**src/rtl/rv32_mem_pkg.sv**
```systemverilog
// Shared encodings, payload types and lane helpers for the RV32 memory-access stage.
package rv32_mem_pkg;

  localparam int unsigned XLEN = 32;
  localparam int unsigned RD_W = 5;

  localparam logic [2:0] F3_B  = 3'b000;
  localparam logic [2:0] F3_H  = 3'b001;
  localparam logic [2:0] F3_W  = 3'b010;
  localparam logic [2:0] F3_BU = 3'b100;
  localparam logic [2:0] F3_HU = 3'b101;

  localparam logic [RD_W-1:0] NOP_RD = 5'd0;

  typedef enum logic {
    IDLE = 1'b0,
    WAIT = 1'b1
  } state_t;

  typedef struct packed {
    logic            we;
    logic [XLEN-1:0] addr;
    logic [XLEN-1:0] wdata;
    logic [3:0]      be;
  } dm_cmd_t;

  // Size/alignment/f3 legality; unsigned sizes are load-only.
  function automatic logic access_legal(input logic [2:0] f3, input logic [1:0] lo,
                                        input logic store);
    logic ok;
    case (f3)
      F3_B:    ok = 1'b1;
      F3_H:    ok = ~lo[0];
      F3_W:    ok = (lo == 2'b00);
      F3_BU:   ok = ~store;
      F3_HU:   ok = ~store & ~lo[0];
      default: ok = 1'b0;
    endcase
    return ok;
  endfunction

  function automatic logic [3:0] lane_be(input logic [2:0] f3, input logic [1:0] lo);
    logic [3:0] be;
    case (f3[1:0])
      2'b00:   be = 4'b0001 << lo;
      2'b01:   be = 4'b0011 << {lo[1], 1'b0};
      default: be = 4'b1111;
    endcase
    return be;
  endfunction

  function automatic logic [XLEN-1:0] store_lanes(input logic [2:0] f3,
                                                  input logic [XLEN-1:0] data);
    logic [XLEN-1:0] d;
    case (f3[1:0])
      2'b00:   d = {4{data[7:0]}};
      2'b01:   d = {2{data[15:0]}};
      default: d = data;
    endcase
    return d;
  endfunction

endpackage

```
**src/rtl/lsu_load_fmt.sv**
```systemverilog
// Extracts the addressed byte/half lane from a read word and sign/zero-extends it.
module lsu_load_fmt
  import rv32_mem_pkg::*;
(
  input  logic [XLEN-1:0] dm_rdata,
  input  logic [1:0]      addr_lo,
  input  logic [2:0]      f3,
  output logic [XLEN-1:0] load_val
);

  logic [7:0]  byte_lane;
  logic [15:0] half_lane;

  always_comb begin
    byte_lane = dm_rdata[{addr_lo, 3'b000} +: 8];
    half_lane = addr_lo[1] ? dm_rdata[31:16] : dm_rdata[15:0];
    case (f3)
      F3_B:    load_val = {{24{byte_lane[7]}}, byte_lane};
      F3_H:    load_val = {{16{half_lane[15]}}, half_lane};
      F3_BU:   load_val = {24'd0, byte_lane};
      F3_HU:   load_val = {16'd0, half_lane};
      default: load_val = dm_rdata;
    endcase
  end

endmodule

```
**src/rtl/mem_stage.sv**
```systemverilog
// Memory-access stage: req/ack data-memory port, store lane formatting, load
// alignment/extension, registered writeback and a timeout on hung transactions.
module mem_stage
  import rv32_mem_pkg::*;
#(
  parameter int unsigned TIMEOUT = 16,
  parameter int unsigned CNT_W   = 8
) (
  input  logic            clk,
  input  logic            rst,
  input  logic [XLEN-1:0] alu_out,
  input  logic [XLEN-1:0] d_add,
  input  logic            d_r_en,
  input  logic            d_w_en,
  input  logic [2:0]      f3,
  input  logic [RD_W-1:0] alu_rd,
  input  logic            alu_reg_w_en,
  output logic            mem_busy,
  output logic            dm_req,
  output logic            dm_we,
  output logic [XLEN-1:0] dm_addr,
  output logic [XLEN-1:0] dm_wdata,
  output logic [3:0]      dm_be,
  input  logic            dm_ack,
  input  logic [XLEN-1:0] dm_rdata,
  output logic            wb_en,
  output logic [RD_W-1:0] wb_rd,
  output logic [XLEN-1:0] wb_data,
  output logic            mis_align,
  output logic            bus_err
);

  localparam logic [CNT_W-1:0] TO_LAST = CNT_W'(TIMEOUT - 1);

  state_t          state, state_d;
  logic [CNT_W-1:0] cnt, cnt_d;
  dm_cmd_t         cmd, cmd_d;
  logic            req_d;
  logic [1:0]      lo_q, lo_d;
  logic [2:0]      f3_q, f3_d;
  logic [RD_W-1:0] rd_q, rd_d;
  logic            wb_en_d, mis_d, berr_d;
  logic [RD_W-1:0] wb_rd_d;
  logic [XLEN-1:0] wb_data_d;
  logic [XLEN-1:0] load_val;
  logic            last_cycle;

  lsu_load_fmt u_load_fmt (
    .dm_rdata (dm_rdata),
    .addr_lo  (lo_q),
    .f3       (f3_q),
    .load_val (load_val)
  );

  assign last_cycle = (cnt == TO_LAST);
  // Upstream may advance on the ack edge and on the timeout edge.
  assign mem_busy   = (state == WAIT) & ~dm_ack & ~last_cycle;

  assign dm_we    = cmd.we;
  assign dm_addr  = cmd.addr;
  assign dm_wdata = cmd.wdata;
  assign dm_be    = cmd.be;

  // Next-state and next-output logic.
  always_comb begin
    state_d   = state;
    cnt_d     = cnt;
    cmd_d     = cmd;
    req_d     = dm_req;
    lo_d      = lo_q;
    f3_d      = f3_q;
    rd_d      = rd_q;
    wb_en_d   = 1'b0;
    wb_rd_d   = wb_rd;
    wb_data_d = wb_data;
    mis_d     = 1'b0;
    berr_d    = 1'b0;
    case (state)
      IDLE: begin
        if (d_r_en || d_w_en) begin
          if (access_legal(f3, d_add[1:0], d_w_en)) begin
            state_d     = WAIT;
            cnt_d       = '0;
            req_d       = 1'b1;
            cmd_d.we    = d_w_en;
            cmd_d.addr  = {d_add[31:2], 2'b00};
            cmd_d.be    = lane_be(f3, d_add[1:0]);
            cmd_d.wdata = store_lanes(f3, alu_out);
            lo_d        = d_add[1:0];
            f3_d        = f3;
            rd_d        = alu_rd;
          end else begin
            mis_d = 1'b1;
          end
        end else if (alu_reg_w_en && (alu_rd != NOP_RD)) begin
          wb_en_d   = 1'b1;
          wb_rd_d   = alu_rd;
          wb_data_d = alu_out;
        end
      end
      WAIT: begin
        cnt_d = cnt + CNT_W'(1);
        if (dm_ack) begin
          state_d = IDLE;
          req_d   = 1'b0;
          cnt_d   = '0;
          if (!cmd.we && (rd_q != NOP_RD)) begin
            wb_en_d   = 1'b1;
            wb_rd_d   = rd_q;
            wb_data_d = load_val;
          end
        end else if (last_cycle) begin
          state_d = IDLE;
          req_d   = 1'b0;
          cnt_d   = '0;
          berr_d  = 1'b1;
        end
      end
      default: state_d = IDLE;
    endcase
  end

  always_ff @(posedge clk or negedge rst) begin
    if (!rst) begin
      state     <= IDLE;
      cnt       <= '0;
      cmd       <= '0;
      dm_req    <= 1'b0;
      lo_q      <= '0;
      f3_q      <= '0;
      rd_q      <= '0;
      wb_en     <= 1'b0;
      wb_rd     <= '0;
      wb_data   <= '0;
      mis_align <= 1'b0;
      bus_err   <= 1'b0;
    end else begin
      state     <= state_d;
      cnt       <= cnt_d;
      cmd       <= cmd_d;
      dm_req    <= req_d;
      lo_q      <= lo_d;
      f3_q      <= f3_d;
      rd_q      <= rd_d;
      wb_en     <= wb_en_d;
      wb_rd     <= wb_rd_d;
      wb_data   <= wb_data_d;
      mis_align <= mis_d;
      bus_err   <= berr_d;
    end
  end

endmodule

```
**config.mk**
```make
export PLATFORM = sky130hd
export DESIGN_NAME = mem_stage
export DESIGN_NICKNAME = d
export VERILOG_FILES = /design/src/rtl/rv32_mem_pkg.sv /design/src/rtl/lsu_load_fmt.sv /design/src/rtl/mem_stage.sv
export SDC_FILE = /design/constraint.sdc
export NUM_CORES = 1
export LEC_CHECK = 0
export BUFFER_PORTS_ARGS = -buffer_cell sky130_fd_sc_hd__buf_4
export CORE_UTILIZATION = 35
export DETAILED_ROUTE_END_ITERATION = 8
export HOLD_SLACK_MARGIN = 0.03
export PLACE_DENSITY = 0.62
export SLEW_MARGIN = 5
export SYNTH_ARGS = -nofsm -noshare
export SYNTH_HDL_FRONTEND = slang
export SYNTH_HIERARCHICAL = 1
export SYNTH_SLANG_ARGS = --single-unit
```
**constraint.sdc**
```tcl
create_clock -name clk -period 3 [get_ports clk]
set_clock_uncertainty 0.05 [all_clocks]
set_input_delay 0.15 -clock clk [delete_from_list [all_inputs] [get_ports clk]]
set_output_delay 0.15 -clock clk [all_outputs]
set_load 0.02 [all_outputs]
```
### Yosys cells after proc, flatten, opt, wreduce, memory -nomap -nowiden

Cells that the tools add are included.

| storage, ports and cells | value |
|---|---|
| input port bits | 110 |
| output and inout port bits | 111 |
| logic and storage cells | 100 |
| bits in registers | 127 |

| cells by class | value |
|---|---|
| reduce and logical (&&, ||, !) cells | 14 |
| add/subtract/negate cells | 1 |
| bitwise operators | 8 |
| multiplexer cells | 43 |
| shift operators | 3 |
| eq/ne operators | 16 |

Operators by type and width:

| operator | number |
|---|---|
| two-way mux 32 bit | 4 |
| case mux 32 bit (2 select lines) | 2 |
| case mux 32 bit (4 select lines) | 1 |
| two-way mux 8 bit | 4 |
| variable part select 32 x 6 -> 8 bit | 1 |
| two-way mux 1 bit | 20 |
| two-way mux 5 bit | 4 |
| two-way mux 16 bit | 1 |
| case mux 8 bit (2 select lines) | 1 |
| equality test 3 bit (second input constant) | 4 |
| inequality test 2 bit (second input constant) | 5 |
| case mux 5 bit (2 select lines) | 1 |
| nonzero test 5 bit | 2 |
| adder 8 x 1 -> 8 bit (second input constant) | 1 |
| equality test 8 x 4 -> 1 bit (second input constant) | 1 |
| case mux 4 bit (2 select lines) | 1 |
| equality test 3 x 1 -> 1 bit (second input constant) | 2 |
| logical NOT 3 bit | 2 |
| case mux 1 bit (2 select lines) | 3 |
| AND reduction 3 bit | 2 |
| NOT 1 bit | 5 |
| case mux 1 bit (5 select lines) | 1 |
| logical NOT 2 bit | 2 |
| AND reduction 4 bit | 1 |
| 11 further kinds | 14 |

### Depth between registers and ports, before layout

Gate-level depths: netlist of run 1.

| logic depth | value |
|---|---|
| depth in word-level cells | 8 |
| gate-level depth with buffers | 7 |
| depth with buffers taken out | 6 |

### Modules after synthesis

The synthesis of run 1 kept the hierarchy.

By module, submodules not included:

| module | cells an instance | area an instance (sq um) | times used |
|---|---|---|---|
| mem_stage | 435 | 5617.9 | 1 |
| lsu_load_fmt | 118 | 760.7 | 1 |

### Worst setup path before layout of run 1

Ideal clock, no wire load.

| timing path | value |
|---|---|
| path type | register to register |
| from | reg lo_q[1] |
| to | reg wb_data[14] |
| clock period less this slack | 2.058 ns |
| required time | 2.822 ns |
| cell stages (with the launch flop) | 8 |
| arrival | 1.880 ns |
| buffers on the path | 2 |
| slack | 0.942 ns |
| setup time | 0.128 ns |
| cells stage by stage | dfrtp_1 -> buf_6 -> mux4_2 -> nand3_2 -> buf_6 -> o211ai_1 -> mux2_1 -> mux2_1 |

| on the way | value |
|---|---|
| cells in the longest elaborated chain, start to end | 5 |
| elaborated cells on any way between the ends | 6 |
| those cells by class | shift: 1; mux: 5 |

RTL lines:

| what | line | text |
|---|---|---|
| from (decl) | mem_stage.sv:39 | `logic [1:0] lo_q, lo_d;` |
| from (signal assigned) | mem_stage.sv:142 | `lo_q <= lo_d;` |
| variable part select 32 x 6 -> 8 bit or two-way mux 16 bit (tied branches) | lsu_load_fmt.sv:15, lsu_load_fmt.sv:16 |  |
| case mux 32 bit (4 select lines) (*) | lsu_load_fmt.sv:17 | `case (f3)` |
| net load_val[14] | mem_stage.sv:45 | `logic [XLEN-1:0] load_val;` |
| two-way mux 32 bit (*) | mem_stage.sv:107 | `if (!cmd.we && (rd_q != NOP_RD)) begin` |
| two-way mux 32 bit (*) | mem_stage.sv:103 | `if (dm_ack) begin` |
| case mux 32 bit (2 select lines) (*) | mem_stage.sv:78 | `case (state)` |
| to (signal assigned) | mem_stage.sv:147 | `wb_data <= wb_data_d;` |
| to (decl) | mem_stage.sv:28 | `output logic [XLEN-1:0] wb_data,` |

The timed path passes the listed nets; every way through them passes the cells marked *. The select of a mux whose other input is x is not followed.
A chain may end at the register's enable or synchronous reset.

### Final worst setup path of run 1

| timing path | value |
|---|---|
| from | in d_add[1] |
| to | reg cmd (netlist bit dm_wdata[7]) |

| on the way | value |
|---|---|
| cells in the longest elaborated chain, start to end | 5 |

RTL lines:

| what | line | text |
|---|---|---|
| from (decl) | mem_stage.sv:12 | `input logic [XLEN-1:0] d_add,` |
| logical NOT 2 bit | rv32_mem_pkg.sv:34 | `F3_W: ok = (lo == 2'b00);` |
| case mux 1 bit (5 select lines) | rv32_mem_pkg.sv:31 | `case (f3)` |
| two-way mux 1 bit | mem_stage.sv:80 | `if (d_r_en \|\| d_w_en) begin` |
| two-way mux 1 bit | mem_stage.sv:78 |  |
| AND reduction 3 bit (no source line) | - |  |
| to (signal assigned) | mem_stage.sv:140 | `cmd <= cmd_d;` |
| to (decl) | mem_stage.sv:37 | `dm_cmd_t cmd, cmd_d;` |

No other way between the ends. The select of a mux whose other input is x is not followed.

==> results of run 1 <==
==> cells by family (layout without fill, tap and decap cells) <==
family                   Yosys count  in the layout
adder cells (fa/ha/maj)            1              1
AO/OA/AOI/OAI                     87             87
buffers and inverters             45            336
other                              1              2
XOR/XNOR                           1              1
AND/OR/NAND/NOR                  128            128
multiplexers                     163            163
flip-flops                       127            127
==> registers in the layout, indices dropped and copies added, names as in the netlist <==
name	cells
wb_rd	5
bus_err	1
lo_q	2
wb_en	1
cnt	8
state	1
dm_addr	30
f3_q	3
dm_req	1
dm_wdata	32
rd_q	5
mis_align	1
dm_be	4
wb_data	32
dm_we	1
==> power breakdown <==
part | leakage (uW) | switching, uW | total [uW] | internal, uW
registers | 0.00154 | 389 | 2680 | 2290
logic | 0.00268 | 1630 | 3050 | 1410
clock network | 0.000290 | 840 | 2180 | 1340
total | 0.00451 | 2860 | 7910 | 5050
==> per-layer routing <==
layer	vias up	part of all wire
li1	2528	-
met1	2681	0.44
met2	217	0.46
met3	29	0.083
met4	0	0.017
met5	-	0
==> worst max-delay path by stage <==
stage	startpoint	to	slack (ns)	cells past startpoint
final	d_add[1]	dm_wdata[7]$_DFFE_PN0P_	0.55	5
after global routing	lo_q[1]$_DFFE_PN0P_	wb_data[27]$_DFFE_PN0P_	0.45	5
after CTS	d_add[1]	dm_addr[24]$_DFFE_PN0P_	0.56	5
after detailed placement	f3[0]	dm_addr[14]$_DFFE_PN0P_	0.59	4
after global placement	f3[0]	dm_wdata[2]$_DFFE_PN0P_	0.64	4
after floorplan	lo_q[1]$_DFFE_PN0P_	wb_data[14]$_DFFE_PN0P_	0.94	7
==> through the flow <==
stage	hold slack [ns]	instance area, um2	instances	utilization	worst slack (ns)
floorplan	-0.196	6380	554	-	0.942
global placement	0.312	8190	969	0.458	0.640
detailed placement	0.317	8190	969	0.458	0.591
CTS	0.0319	9540	1074	0.533	0.563
global route	0.0357	9540	1074	0.533	0.448
finish	0.0454	9540	1074	0.533	0.553
==> cell type report <==
class	count	area [um2]	share of cell area
Inverter	6	22.5	0.00236
Timing Repair Buffer	298	2420	0.254
Clock buffer	18	439	0.0460
Clock inverter	14	178	0.0186
Multi-Input combinational cell	382	3010	0.316
Sequential cell	127	3180	0.333
Tap cell	229	287	0.0300
==> Yosys cell counts, types with 2 or more instances <==
library cell	count
nor2b_1	8
buf_4	2
buf_2	17
or4_1	4
nand3b_1	9
a221o_1	3
a211o_1	2
o22a_1	9
a22o_1	2
nand3_1	18
a21oi_1	24
o211ai_1	6
buf_1	4
and2_1	4
inv_1	5
clkbuf_1	13
nand2b_1	4
nand2_1	58
o21ai_0	4
mux2_2	4
buf_6	3
nor3_1	4
mux2i_1	37
dfrtp_1	127
o21ai_1	30
nor2_1	14
mux2_1	121
==> worst max-delay path, delay by kind of cell <==
family          cells  cell delay [ns]
buf+inv             2             0.68
mux                 1             0.50
compound gates      1             0.76
simple gates        1             0.54
==> impl_metrics.toml, run 1 <==
[status]
status = "finished clean"

[flow_run]
maxCapViolations = 0

[routing]
drt_iter0_markers = 350
drc_errors = 0
vias = 5455
totalWireLength_um = 19900
vias_per_cell = 5.08
ant_nets = 0
first_pass_iters = 5
wl_per_cell_um = 18.6

[floorplanning]
start_util = 0.356
rows = 49
die-width_um = 137
coreArea_mm2 = 0.0179
io_pins = 221
die_y_um = 137
fp.dieArea_mm2 = 0.0188

[synthesis]
synth-seq-cells = 127
synth-compound-area-share = 0.0849
synthesis.instances = 553
async_flop_share = 1.00
synth-xor-area-share = 0.00137
ys.flop_type = "dfrtp_1"
synth-simple-area-share = 0.0961
synth_area_leaders = "dfrtp_1 50%, mux2_1 21%, mux2i_1 5.8%, nand2_1 3.4%, o21ai_1 2.4%"
synth_top_cell_by_area = "dfrtp_1"
yosysWarningCount = 6
synth_top_area_frac = 0.498
synth-seq-area-share = 0.498
synth_top_family_by_area = "multiplexers"
synth_fa_ha_area_frac = 0.00196
synth_edf_count = 0
syn_area_mm2 = 0.00638
synth.area.mux_share = 0.282
avgSynthCellArea_um2 = 11.5
synth_cell_types = 44

[clocking]
clk_path_buf_depth = 2
root_buffer = "clkbuf_16"
cts_max_level = 4
clk_pin_slew_ns = 0.06
cts_sinks = 127
cts_setup_buffers = 0
cts_resized = 0
insertion_delay_ns = 0.42
cts_tree = "yes"
postCtsHoldBufs = 73
cts_buffers = 17

[global_routing]
grt_use_total = 0.219
busiest_layer = "met2"
grt_pass1_vias = 5467
antenna_found_initial = 0
grt_max_degree = 116
grtUsageMet3 = 0.0670
globalRouteMet2Util = 0.329
grt_overflow = 0
grt_use_met1 = 0.299
grt_pass1_wl_um = 30600

[cells_and_area]
diodes = 0
fillers = 1572
drive_gt1_frac = 0.317
layout_commonest_cell = "buf_4"
syn_to_final_growth_pct = 49.6
nets = 943
final_cell_mix = "224 x buf_4, 126 x dfrtp_1, 121 x mux2_1"

[worst_setup_path]
setup.worst_path.start_class = "primary input"
criticalPathCategory = "in -> reg"
r2r_start = "lo_q[1]$_DFFE_PN0P_"
worstPathArrival_ns = 2.69
cpMaxStageDelayCell = "a211o_4"
required_ns = 3.25
cp_slowest_stage_delay_ns = 0.76
r2r_cells = 5
r2r_end = "wb_data[27]$_DFFE_PN0P_"
cp-end-kind = "flop"
r2r_slack_ns = 0.59
crit_chain = "dlygate4sd3_1, buf_4, or4_1, a211o_4, mux2_1"
crit_fanout = 107

[hold_path]
hold_path.class = "in -> reg"
hold_depth = 3
hold_start = "dm_ack"
worst_hold_path.endpoint = "bus_err$_DFF_PN0_"

[sta]
setup-violations-final = 0
fin_crit_sh = 0.816
hold_violations = 0
min_period_ns = 2.45
rsz0062_at_grt = "no"
fin_setup_tns_ns = 0
slew_headroom = 0.195
tightest_slew_ns = 1.21
fmax_ghz = 0.409
finalMaxSlewViolations = 0

[place]
dpl.hpwl_um = 13900
gp_congestion = 0.850
port_buffers = 218

[pwr]
power_uw = 7910
p_leak_uw = 0.00451
p_per_area_mw_per_mm2 = 829
ir_worst_vdd_uv = 433
(Power assumes the default switching activity.)
==> run 2: changes to the inputs <==
- PLACE_DENSITY: 0.62 -> 0.65
- clock period: 3 -> 2 ns (I/O delays scaled with it)
==> run 2 against run 1 <==
The run now ends with negative setup slack left. Hold slack better by 0.011 ns. Via count is 4.8% higher. Largest cell class is now multi-input combinational cells. Critical endpoint is now wb_data[20]$_DFFE_PN0P_. Die area stayed put. Final cell count is 3.1% higher.
==> impl_metrics.toml, run 2 (same netlist as run 1, synthesis figures left out) <==
[status]
status = "complete, but fails checks"
violations = "negative setup slack"

[floorplanning]
rows = 49
fp.dieArea_mm2 = 0.0188
start_util = 0.356
die_y_um = 137
die-width_um = 137
io_pins = 221
coreArea_mm2 = 0.0179

[pwr]
p_leak_uw = 0.00497
ir_worst_vdd_uv = 749
power_uw = 12400
p_per_area_mw_per_mm2 = 1200

[sta]
hold_violations = 0
finalMaxSlewViolations = 0
fin_setup_tns_ns = -1.10
setup-violations-final = 22
tightest_slew_ns = 0.665
fmax_ghz = 0.477
fin_crit_sh = 1.05
rsz0062_at_grt = "yes"
timing.hold.ws_ns = 0.0566
layout_setup_ws_ns = -0.0946
slew_headroom = 0.557
min_period_ns = 2.09

[routing]
drt_iter0_markers = 293
first_pass_iters = 5
totalWireLength_um = 21300
vias_per_cell = 5.17
drc_errors = 0
vias = 5719
wl_per_cell_um = 19.2
ant_nets = 0

[worst_setup_path]
cp-end-kind = "flop"
worstPathArrival_ns = 2.35
crit_chain = "mux4_2, nand3_4, clkbuf_16, nand3_1, mux2_4, mux2_4"
criticalPathCategory = "reg -> reg"
setup.worst_path.start_class = "flop"
crit_fanout = 8
required_ns = 2.26
crit_path_frequent_cell = "mux2_4"
cp_slowest_stage_delay_ns = 0.58
cpMaxStageDelayCell = "mux4_2"

[cells_and_area]
final_util = 0.575
diodes = 0
syn_to_final_growth_pct = 61.5
drive_gt1_frac = 0.427
final_cell_mix = "235 x buf_4, 126 x dfrtp_1, 74 x dlygate4sd3_1"
layout_commonest_cell = "buf_4"
fillers = 1479
stdcell_count = 1107
nets = 977

[clocking]
insertion_delay_ns = 0.42
cts_max_level = 4
root_buffer = "clkbuf_16"
cts_buffers = 17
clk_path_buf_depth = 2
cts_tree = "yes"
clk_pin_slew_ns = 0.06
cts_sinks = 127

[flow_run]
maxCapViolations = 0

[hold_path]
hold_path.class = "in -> reg"

[global_routing]
grt_pass1_wl_um = 31000
grt_max_degree = 65
grt_use_total = 0.223
grt_overflow = 0
grt_pass1_vias = 5583
antenna_found_initial = 0

[place]
port_buffers = 218
gp_congestion = 0.863
dpl.hpwl_um = 14900
placedCellCount = 987
[run 2: worst max-delay path: cells and delay by family (launching register included)]
kind          cells  cell delay (ns)
mux               3             1.11
flops             1             0.40
simple gates      2             0.24
buf+inv           1             0.18
[run 2: layout make-up]
type,count,area (um2),share of cell area
clock buffers,22,474,0.0460
clock inverters,9,85.1,0.00826
inverters,6,22.5,0.00219
multi-input cells,382,3350,0.326
flip-flops and latches,127,3180,0.309
well taps,229,287,0.0278
repair buffers,332,2900,0.281
[run 2: per-layer routing]
metal  vias up  wire length (um)  GRT usage
met4         0               571     0.0934
li1       2606                 -          -
met5         -                 0          0
met2       227             10200      0.344
met3        40              1320     0.0511
met1      2846              9190      0.299
[run 2: stage by stage]
step                      instance area [um2]  setup WS, ns
after floorplan                          6530       -0.0253
after global placement                   8590       -0.0289
after detailed placement                 8590       -0.0867
after CTS                               10000       -0.0491
after global routing                    10300        -0.142
final                                   10300       -0.0946
[run 2: power by group]
| part | total, uW | internal [uW] | switching (uW) | leakage, uW |
|---|---|---|---|---|
| registers | 4030 | 3440 | 588 | 0.00154 |
| clock network | 2940 | 1800 | 1150 | 0.000268 |
| logic | 5410 | 2760 | 2660 | 0.00316 |
[run 2: worst paths after layout]
path / startpoint / endpoint / slack, ns / depth (start not counted)
max: lo_q[1]$_DFFE_PN0P_ / wb_data[20]$_DFFE_PN0P_ / -0.09 / 6
min: alu_rd[4] / rd_q[4]$_DFFE_PN0P_ / 0.06 / 3
max reg2reg: lo_q[1]$_DFFE_PN0P_ / wb_data[20]$_DFFE_PN0P_ / -0.09 / 6
min reg2reg: dm_be[1]$_DFFE_PN0P_ / dm_be[1]$_DFFE_PN0P_ / 0.44 / 2
max in group asynchronous: rst / wb_data[7]$_DFFE_PN0P_ / 1.09 / 3
min in group asynchronous: rst / wb_data[26]$_DFFE_PN0P_ / 0.20 / 2
[run 2: timing repair]
item / 4_1_cts / 5_1_grt
setup buffers: 10 / 2
hold buffers: 75 / 0
resized for setup: 11 / 47
setup endpoints to repair: 19 / 38
hold endpoints to repair: 170 / 0
pin swaps: 1 / 9
cloned: 0 / 4
